==> src/rtl/cpu_multicycle.sv <==
// Multi-cycle Simple RISC core: FETCH/DECODE/EXEC/MEM/WB sequencing over one req/ready memory port.
// Optional retired-instruction counter enabled by defining PERF_CNT_EN.
module cpu_multicycle #(
    parameter int DATA_W     = 16,
    parameter int ADDR_W     = 16,
    parameter int RESULT_REG = 7
) (
    input  logic              clk,
    input  logic              reset,
    output logic              mem_req,
    output logic              mem_we,
    output logic [ADDR_W-1:0] mem_addr,
    output logic [DATA_W-1:0] mem_wdata,
    input  logic [DATA_W-1:0] mem_rdata,
    input  logic              mem_ready,
    output logic [DATA_W-1:0] Result,
    output logic              halted,
    output logic [31:0]       instr_count
);

    localparam logic [2:0] S_FETCH  = 3'd0;
    localparam logic [2:0] S_DECODE = 3'd1;
    localparam logic [2:0] S_EXEC   = 3'd2;
    localparam logic [2:0] S_MEM    = 3'd3;
    localparam logic [2:0] S_WB     = 3'd4;
    localparam logic [2:0] S_HALT   = 3'd5;

    localparam logic [3:0] OP_ADD  = 4'b0000;
    localparam logic [3:0] OP_SUB  = 4'b0001;
    localparam logic [3:0] OP_AND  = 4'b0010;
    localparam logic [3:0] OP_OR   = 4'b0011;
    localparam logic [3:0] OP_XOR  = 4'b0100;
    localparam logic [3:0] OP_ADDI = 4'b0101;
    localparam logic [3:0] OP_LW   = 4'b0110;
    localparam logic [3:0] OP_SW   = 4'b0111;
    localparam logic [3:0] OP_BEQ  = 4'b1000;
    localparam logic [3:0] OP_HALT = 4'b1111;

    localparam logic [ADDR_W-1:0] PC_ONE  = 1;
    localparam logic [2:0]        RES_IDX = RESULT_REG[2:0];

    logic [2:0]        state, state_next;
    logic [ADDR_W-1:0] pc;
    logic [15:0]       ir;
    logic [DATA_W-1:0] a, b, alu_out, alu_res, mdr;
    logic [DATA_W-1:0] regs [8];

    logic [3:0]        op;
    logic              r_type, alu_op, is_lw, is_sw, is_beq, is_halt;
    logic [2:0]        rs1_sel, rs2_sel, rd_sel;
    logic [DATA_W-1:0] imm_d;
    logic [ADDR_W-1:0] imm_a;

    assign op      = ir[15:12];
    assign r_type  = (op <= OP_XOR);
    assign alu_op  = r_type || (op == OP_ADDI);
    assign is_lw   = (op == OP_LW);
    assign is_sw   = (op == OP_SW);
    assign is_beq  = (op == OP_BEQ);
    assign is_halt = (op == OP_HALT);
    // SW and BEQ read their second operand through the rd field.
    assign rs1_sel = r_type ? ir[11:9] : ir[8:6];
    assign rs2_sel = (is_sw || is_beq) ? ir[11:9] : ir[8:6];
    assign rd_sel  = r_type ? ir[5:3] : ir[11:9];
    assign imm_d   = {{(DATA_W-6){ir[5]}}, ir[5:0]};
    assign imm_a   = imm_d[ADDR_W-1:0];

    always_comb begin
        alu_res = a + imm_d;
        case (op)
            OP_ADD:  alu_res = a + b;
            OP_SUB:  alu_res = a - b;
            OP_AND:  alu_res = a & b;
            OP_OR:   alu_res = a | b;
            OP_XOR:  alu_res = a ^ b;
            default: alu_res = a + imm_d;
        endcase
    end

    always_comb begin
        state_next = state;
        case (state)
            S_FETCH:  if (mem_ready) state_next = S_DECODE;
            S_DECODE: state_next = is_halt ? S_HALT : S_EXEC;
            S_EXEC: begin
                if (alu_op)              state_next = S_WB;
                else if (is_lw || is_sw) state_next = S_MEM;
                else                     state_next = S_FETCH;
            end
            S_MEM:    if (mem_ready) state_next = is_lw ? S_WB : S_FETCH;
            S_WB:     state_next = S_FETCH;
            S_HALT:   state_next = S_HALT;
            default:  state_next = S_FETCH;
        endcase
    end

    always_ff @(posedge clk or posedge reset) begin
        if (reset) begin
            state   <= S_FETCH;
            pc      <= '0;
            ir      <= '0;
            a       <= '0;
            b       <= '0;
            alu_out <= '0;
            mdr     <= '0;
            for (int i = 0; i < 8; i++) regs[i] <= '0;
        end else begin
            state <= state_next;
            case (state)
                S_FETCH: if (mem_ready) begin
                    ir <= mem_rdata[15:0];
                    pc <= pc + PC_ONE;
                end
                S_DECODE: begin
                    a <= regs[rs1_sel];
                    b <= regs[rs2_sel];
                end
                S_EXEC: begin
                    alu_out <= alu_res;
                    if (is_beq && (a == b)) pc <= pc + imm_a;
                end
                S_MEM: if (mem_ready && is_lw) mdr <= mem_rdata;
                S_WB: regs[rd_sel] <= is_lw ? mdr : alu_out;
                default: ;
            endcase
        end
    end

    // Request is combinational from state so an asserted reset drops it in the same cycle.
    assign mem_req   = !reset && ((state == S_FETCH) || (state == S_MEM));
    assign mem_we    = !reset && (state == S_MEM) && is_sw;
    assign mem_addr  = (state == S_MEM) ? alu_out[ADDR_W-1:0] : pc;
    assign mem_wdata = ((state == S_MEM) && is_sw) ? b : '0;
    assign halted    = (state == S_HALT);
    assign Result    = regs[RES_IDX];

`ifdef PERF_CNT_EN
    logic [31:0] perf_cnt;
    logic        retire;

    // HALT retires on entering HALT; everything else on returning to FETCH.
    assign retire = ((state == S_EXEC || state == S_MEM || state == S_WB) && state_next == S_FETCH)
                 || (state == S_DECODE && state_next == S_HALT);

    always_ff @(posedge clk or posedge reset) begin
        if (reset)       perf_cnt <= '0;
        else if (retire) perf_cnt <= perf_cnt + 32'd1;
    end

    assign instr_count = perf_cnt;
`else
    assign instr_count = '0;
`endif

endmodule

==> config.mk <==
export PLATFORM = sky130hd
export DESIGN_NAME = cpu_multicycle
export DESIGN_NICKNAME = d
export VERILOG_FILES = /design/src/rtl/cpu_multicycle.sv
export SDC_FILE = /design/constraint.sdc
export NUM_CORES = 1
export LEC_CHECK = 0
export BUFFER_PORTS_ARGS = -buffer_cell sky130_fd_sc_hd__buf_2
export CORE_MARGIN = 10
export CORE_UTILIZATION = 40
export CTS_CLUSTER_SIZE = 10
export DETAILED_ROUTE_END_ITERATION = 8
export PLACE_DENSITY = 0.6
export SETUP_SLACK_MARGIN = 0.15
export SLEW_MARGIN = 15
export SYNTH_ARGS = -nofsm -noshare
export SYNTH_HDL_FRONTEND = slang
export SYNTH_SLANG_ARGS = --single-unit
==> constraint.sdc <==
create_clock -name clk -period 7.9 [get_ports clk]
set_clock_uncertainty 0.15 [all_clocks]
set_input_delay 0.79 -clock clk [delete_from_list [all_inputs] [get_ports clk]]
set_output_delay 0.79 -clock clk [all_outputs]
set_load 0.03 [all_outputs]
==> results of run 1 <==
==> registers in the layout, indices dropped and copies added (netlist names) <==
signal,flops
pc,16
state,3
regs,112
alu_out,16
mdr,16
Result,16
b,16
a,16
ir,16
==> Yosys cell counts (5+ instances only) <==
cell,number
sky130_fd_sc_hd__mux2_2,38
sky130_fd_sc_hd__mux2i_1,87
sky130_fd_sc_hd__a21o_1,5
sky130_fd_sc_hd__nor4_1,5
sky130_fd_sc_hd__nand3_1,77
sky130_fd_sc_hd__xor2_1,11
sky130_fd_sc_hd__nand2b_1,16
sky130_fd_sc_hd__clkbuf_1,62
sky130_fd_sc_hd__ha_1,69
sky130_fd_sc_hd__o41ai_1,16
sky130_fd_sc_hd__o21a_1,6
sky130_fd_sc_hd__o221ai_1,8
sky130_fd_sc_hd__inv_1,51
sky130_fd_sc_hd__o211ai_1,8
sky130_fd_sc_hd__and3_1,20
sky130_fd_sc_hd__nor3_1,30
sky130_fd_sc_hd__buf_1,7
sky130_fd_sc_hd__a21oi_1,140
sky130_fd_sc_hd__and2_1,24
sky130_fd_sc_hd__o22ai_1,21
sky130_fd_sc_hd__dfrtp_1,227
sky130_fd_sc_hd__o21ai_0,114
sky130_fd_sc_hd__a22oi_1,7
sky130_fd_sc_hd__xnor2_1,25
sky130_fd_sc_hd__nand2_1,363
sky130_fd_sc_hd__a221oi_1,12
sky130_fd_sc_hd__a211oi_1,20
sky130_fd_sc_hd__nor2_1,147
sky130_fd_sc_hd__or3_1,8
sky130_fd_sc_hd__a31oi_1,10
sky130_fd_sc_hd__nor2b_1,7
sky130_fd_sc_hd__buf_2,38
sky130_fd_sc_hd__buf_4,48
sky130_fd_sc_hd__nand4_1,19
==> cell families (layout without fill, tap and decap cells) <==
family / Yosys count / after routing / share of synthesized area
buffers and inverters: 207 / 188 / 0.0672
other: 1 / 32 / 0.000251
AO/OA/AOI/OAI: 399 / 399 / 0.161
multiplexers: 126 / 126 / 0.0878
flip-flops: 227 / 227 / 0.380
AND/OR/NAND/NOR: 741 / 741 / 0.221
adder cells (fa/ha/maj): 72 / 72 / 0.0618
XOR/XNOR: 36 / 36 / 0.0211
==> stage by stage <==
step / power, mW / cells / cell area (um^2) / setup WS [ns] / hold slack, ns
detailed placement: 6.84 / 2246 / 15500 / 4.10 / 0.312
finish: 8.12 / 2289 / 16300 / 4.03 / 0.255
floorplan: 5.42 / 1840 / 15100 / 0.740 / 0.295
global route: 8.70 / 2289 / 16300 / 3.81 / 0.286
CTS: 8.06 / 2289 / 16300 / 4.07 / 0.275
global placement: 6.76 / 2246 / 15500 / 4.14 / 0.312
==> metal layers <==
| layer | part of all wire | track usage | routed length (um) | vias up |
|---|---|---|---|---|
| met5 | 0 | 0 | 0 | - |
| met4 | 0.028 | 0.0640 | 1390 | 0 |
| met3 | 0.071 | 0.0310 | 3450 | 97 |
| met2 | 0.46 | 0.346 | 22500 | 461 |
| met1 | 0.44 | 0.284 | 21400 | 6386 |
| li1 | - | - | - | 6216 |
==> worst max-delay path, stage by stage, from the launching register on <==
cell and delay, ns:
sky130_fd_sc_hd__dfrtp_1 0.59, sky130_fd_sc_hd__nor4_2 0.35, sky130_fd_sc_hd__buf_4 0.27, sky130_fd_sc_hd__mux2_2 0.36, sky130_fd_sc_hd__ha_1 0.23, sky130_fd_sc_hd__fa_1 0.45, sky130_fd_sc_hd__a21oi_1 0.23, sky130_fd_sc_hd__o211a_1 0.25
sky130_fd_sc_hd__o21ai_0 0.20, sky130_fd_sc_hd__a31oi_1 0.25, sky130_fd_sc_hd__xnor2_1 0.09, sky130_fd_sc_hd__a221oi_1 0.25, sky130_fd_sc_hd__nor2_1 0.07
==> final timing paths <==
check	from	endpoint	slack, ns
worst max-delay path	ir[12]	alu_out[12]	4.03
worst min-delay path	reset	alu_out[7]	0.25
worst max register to register	ir[12]	alu_out[12]	4.03
worst min register to register	pc[15]	pc[15]	0.33
max in group asynchronous	reset	regs[55]	5.92
min in group clk	mem_rdata[4]	ir[4]	0.29
==> layout make-up <==
cell class	instances	area, um^2
timing repair buffer	93	526
fill	3696	20500
inverter	52	203
clock inverter	3	42.5
multi-input combinational	1406	8480
sequential	227	5680
clock buffer	40	796
tap	468	586
==> report_power, final <==
group	switching (mW)	internal, mW	total (mW)
Clock	0.513	0.690	1.20
Combinational	2.99	1.60	4.59
Sequential	0.678	1.65	2.33
==> flow_summary.json, run 1 <==
{
  "die_x_um": 213,
  "max_cap_viol_count": 0,
  "dieArea_um2": 45500,
  "post_synth.cell_area_avg_um2": 8.27,
  "weighted_congestion_reported_at_the_end_of_routability_driven_placement": 0.929,
  "grt_first_pass_wirelength_um": 75300,
  "peakVddDrop_v": 0.000266,
  "initialDrtViolationCount": 1158,
  "highest_count_cells_in_the_layout_ignoring_fill_and_taps": "sky130_fd_sc_hd__nand2_1 (363), sky130_fd_sc_hd__dfrtp_1 (225), sky130_fd_sc_hd__nor2_1 (141)",
  "post-cts-setup-buffers": 0,
  "core_area_um2": 36800,
  "detailroute.via_count": 13200,
  "post_drt_wl_per_cell_um": 21.3,
  "seq_area_frac_synth": 0.380,
  "tritoncts": "done",
  "post-route-drc-count": 0,
  "num_rows": 70,
  "cts_max_level": 1,
  "clkTransAtPathRegs_ns": 0.06,
  "timing.fmax_ghz": 0.259,
  "antenna_violations_before_repair": 0,
  "number_of_nets_with_antenna_violations_after_detailed_routing": 0,
  "synth_async_sr_flop_share": 1.00,
  "vias_in_the_first_global_route": 12900,
  "worst-path-max-fanout": 18,
  "final-hold-violation-count": 0,
  "clock-sinks": 227,
  "globalRoute.totalOverflow": 0,
  "cts_buffer_depth": 3,
  "static-leakage-power_nw": 7.36,
  "fin_crit_share": 0.490,
  "timing.slew.headroom": 0.183,
  "worst_setup_path_start_kind": "register",
  "timing.final.crit_period_ns": 3.87,
  "synth_top_area_share": 0.380,
  "groute.usage.overall": 0.211,
  "post-synth-top-area-cell": "sky130_fd_sc_hd__dfrtp_1",
  "clock_latency_ns": 0.59,
  "pwr_density_cell_nw_per_um2": 498,
  "totalNegativeSetupSlack_ns": 0,
  "layout-drive-gt1-share": 0.110,
  "slew_viol_final": 0,
  "synth_area_um2": 15000,
  "mostFrequentLayoutCell": "sky130_fd_sc_hd__nand2_1",
  "criticalPathCategory": "reg -> reg",
  "synth.lib_cells_used.distinct": 72,
  "grt_start_max_net_pins": 107,
  "setup_viol_count_final": 0,
  "synth_enable_flop_cells": 0,
  "antennaDiodeCount": 0,
  "ctsRootBufferMaster": "sky130_fd_sc_hd__clkbuf_16",
  "io-pin-count": 102,
  "layout_utilization": 0.444,
  "worst-endpoint-required_ns": 8.18,
  "synthesis.instances": 1809,
  "postCtsResizedCells": 0,
  "run_status": "completed",
  "worstRegToRegCells": 12,
  "flop_and_latch_count_out_of_synthesis": 227,
  "detail_route.vias_per_cell": 5.75,
  "synthToLayoutAreaGrowth_pct": 9.13,
  "min_path_type": "in -> async",
  "die_height_um": 213,
  "placement.io_buffers": 69,
  "synth_top_cells_by_area": "sky130_fd_sc_hd__dfrtp_1 (38%), sky130_fd_sc_hd__nand2_1 (9.1%), sky130_fd_sc_hd__mux2i_1 (5.8%), sky130_fd_sc_hd__ha_1 (5.8%), sky130_fd_sc_hd__a21oi_1 (4.7%)",
  "transition_time_at_the_pin_with_the_least_slew_margin_ns": 1.19,
  "critPathArrivalTime_ns": 4.15,
  "place.detailed.hpwl_um": 32900,
  "num-nets-final": 1899,
  "cts_buffers": 28,
  "wirelength_um": 48700,
  "postCtsHoldBufs": 0,
  "type_of_destination_of_the_critical_path": "register",
  "unrepaired_setup_endpoints_after_global_routing": "no",
  "start_util": 0.406,
  "synthesis.yosys.warnings": 0,
  "drt_pre_antenna_iters": 5,
  "synth_flop_cell": "sky130_fd_sc_hd__dfrtp_1"
}
No activity file was read; power rests on OpenSTA's default activity.
==> run 2: changes to the inputs <==
--- a/config.mk
+++ b/config.mk
@@ -10,7 +10,7 @@
 export CORE_UTILIZATION = 40
 export CTS_CLUSTER_SIZE = 10
 export DETAILED_ROUTE_END_ITERATION = 8
-export PLACE_DENSITY = 0.6
+export PLACE_DENSITY = 0.62
 export SETUP_SLACK_MARGIN = 0.15
 export SLEW_MARGIN = 15
 export SYNTH_ARGS = -nofsm -noshare
==> constraint.sdc (replaced) <==
create_clock -name clk -period 3.29 [get_ports clk]
set_clock_uncertainty 0.15 [all_clocks]
set_input_delay 0.329 -clock clk [delete_from_list [all_inputs] [get_ports clk]]
set_output_delay 0.329 -clock clk [all_outputs]
set_load 0.03 [all_outputs]
==> flow_summary.json, run 2 (synthesis results as in run 1) <==
{
  "run_status": "completed",
  "core_area_um2": 36800,
  "layout_utilization": 0.470,
  "post_dp_cell_area_um2": 16000,
  "num-nets-final": 1991,
  "grt_start_max_net_pins": 51,
  "slew_viol_final": 0,
  "worst-path-max-fanout": 5,
  "io-pin-count": 102,
  "timing.final.crit_period_ns": 3.15,
  "crit_path_top_delay_cell": "sky130_fd_sc_hd__dfrtp_1",
  "pwr_density_cell_nw_per_um2": 1200,
  "totalNegativeSetupSlack_ns": 0,
  "mostFrequentLayoutCell": "sky130_fd_sc_hd__nand2_1",
  "grt_first_pass_wirelength_um": 77900,
  "dieArea_um2": 45500,
  "cts_buffers": 29,
  "unrepaired_setup_endpoints_after_global_routing": "yes",
  "highest_count_cells_in_the_layout_ignoring_fill_and_taps": "sky130_fd_sc_hd__nand2_1 (362), sky130_fd_sc_hd__dfrtp_1 (224), sky130_fd_sc_hd__nor2_1 (143)",
  "drt_pre_antenna_iters": 6,
  "place.detailed.hpwl_um": 35700,
  "worst_setup_path_start_kind": "register",
  "number_of_nets_with_antenna_violations_after_detailed_routing": 0,
  "clkTransAtPathRegs_ns": 0.06,
  "stdcell_area_um2": 17300,
  "antennaDiodeCount": 0,
  "timing.fmax_ghz": 0.318,
  "layout_setup_ws_ns": 0.141,
  "type_of_destination_of_the_critical_path": "register",
  "weighted_congestion_reported_at_the_end_of_routability_driven_placement": 0.896,
  "critical-path-top-delay-family": "compound AO/OA/AOI/OAI gates",
  "place_ws_ns": -0.0465,
  "layout.area.seq_um2": 5680,
  "post-route-drc-count": 0,
  "timing.slew.headroom": 0.258,
  "min_path_type": "reg -> reg",
  "multi_input_comb_area_um2": 8600,
  "largest_reg_flops": 112,
  "setup_viol_count_final": 0,
  "static-leakage-power_nw": 7.86,
  "num-fill-cells": 3549,
  "tritoncts": "done",
  "detailroute.via_count": 13600,
  "synthToLayoutAreaGrowth_pct": 15.6,
  "cts_buffer_depth": 3,
  "placement.io_buffers": 69,
  "critical_path.cell_chain": "nor4_4, buf_6, mux2_4, ha_4, fa_2, a21oi_2, o211a_1, a21oi_2, nor2_1, xor2_1, o221ai_1, o21a_1",
  "globalRoute.totalOverflow": 0,
  "fin_crit_share": 0.957,
  "die_height_um": 213,
  "wirelength_um": 50400,
  "path_buf_inv": 1,
  "die_x_um": 213,
  "worst_path_most_repeated_cell": "sky130_fd_sc_hd__a21oi_2",
  "post_route_hold_slack_ns": 0.343,
  "vias_in_the_first_global_route": 13100,
  "critPathArrivalTime_ns": 3.45,
  "clock-sinks": 227,
  "ctsRootBufferMaster": "sky130_fd_sc_hd__clkbuf_16",
  "layout-drive-gt1-share": 0.153,
  "initialDrtViolationCount": 1370,
  "groute.usage.overall": 0.219,
  "max_cap_viol_count": 0,
  "cts_max_level": 1,
  "critPathMaxStageDelay_ns": 0.41,
  "peakVddDrop_v": 0.000705,
  "criticalPathCategory": "reg -> reg",
  "antenna_violations_before_repair": 1,
  "detail_route.vias_per_cell": 5.72,
  "worst-endpoint-required_ns": 3.60,
  "num_rows": 70,
  "final-hold-violation-count": 0,
  "clock_latency_ns": 0.56,
  "transition_time_at_the_pin_with_the_least_slew_margin_ns": 1.11,
  "register_with_the_highest_flop_count": "regs",
  "post_drt_wl_per_cell_um": 21.1,
  "start_util": 0.406
}
## run 2: changes by cell type in the layout (fill, tap and decap cells not counted), moves of 4 or more
cell / previous run / this run
sky130_fd_sc_hd__buf_4: 24 / 89
sky130_fd_sc_hd__dlygate4sd3_1: 0 / 18
sky130_fd_sc_hd__buf_12: 0 / 5
sky130_fd_sc_hd__ha_1: 69 / 64
sky130_fd_sc_hd__a21oi_1: 140 / 136
sky130_fd_sc_hd__a21oi_2: 0 / 4
sky130_fd_sc_hd__ha_4: 0 / 4
## run 2: through the flow
step	power, mW	std cells
CTS	20.3	2380
finish	20.7	2384
global placement	16.9	2309
floorplan	13.1	1840
global route	22.1	2384
detailed placement	17.1	2309
## run 2: final timing paths
| check | startpoint | to | slack, ns | cells past startpoint |
|---|---|---|---|---|
| setup / recovery | ir[12] | alu_out[10] | 0.14 | 12 |
| hold / removal | pc[15] | pc[15] | 0.34 | 1 |
| setup reg to reg | ir[12] | alu_out[10] | 0.14 | 12 |
| hold reg to reg | pc[15] | pc[15] | 0.34 | 1 |
| max in group asynchronous | reset | regs[116] | 1.64 | 4 |
| min in group asynchronous | reset | alu_out[2] | 0.38 | 3 |
## run 2: worst register-to-register path: cells and delay by family (launching register included)
kind | cells | cell delay, ns
DFF | 1 | 0.41
muxes | 1 | 0.32
buffers and inverters | 1 | 0.18
adders and majority gates | 2 | 0.52
AOI/OAI and AO/OA | 5 | 0.77
xor gates and xnor gates | 1 | 0.23
and+or+nand+nor | 2 | 0.47
## run 2: area by class of cell
| class | instances | share of cell area |
|---|---|---|
| Multi-Input combinational cell | 1406 | 0.498 |
| Tap cell | 468 | 0.0339 |
| Sequential cell | 227 | 0.329 |
| Clock buffer | 42 | 0.0477 |
| Clock inverter | 5 | 0.00333 |
| Inverter | 52 | 0.0115 |
| Timing Repair Buffer | 184 | 0.0770 |
## run 2: layer usage
metal | vias to the layer above | GRT usage | part of all wire
met3 | 117 | 0.0437 | 0.076
met5 | - | 0 | 0.00016
met2 | 515 | 0.351 | 0.46
li1 | 6391 | - | -
met1 | 6621 | 0.290 | 0.43
met4 | 2 | 0.0733 | 0.036
## run 2: power by group
| group | switching [mW] | internal [mW] |
|---|---|---|
| combinational | 7.58 | 4.58 |
| sequential | 1.59 | 3.96 |
| clock | 1.22 | 1.79 |
## run 2: what timing repair did
| item | in CTS | in global routing |
|---|---|---|
| pin swaps | 9 | 12 |
| hold endpoints to repair | 59 | 0 |
| endpoints found under the setup margin | 9 | 19 |
| hold buffers | 18 | 0 |
| buffers inserted | 6 | 4 |
| gates resized for setup | 6 | 23 |
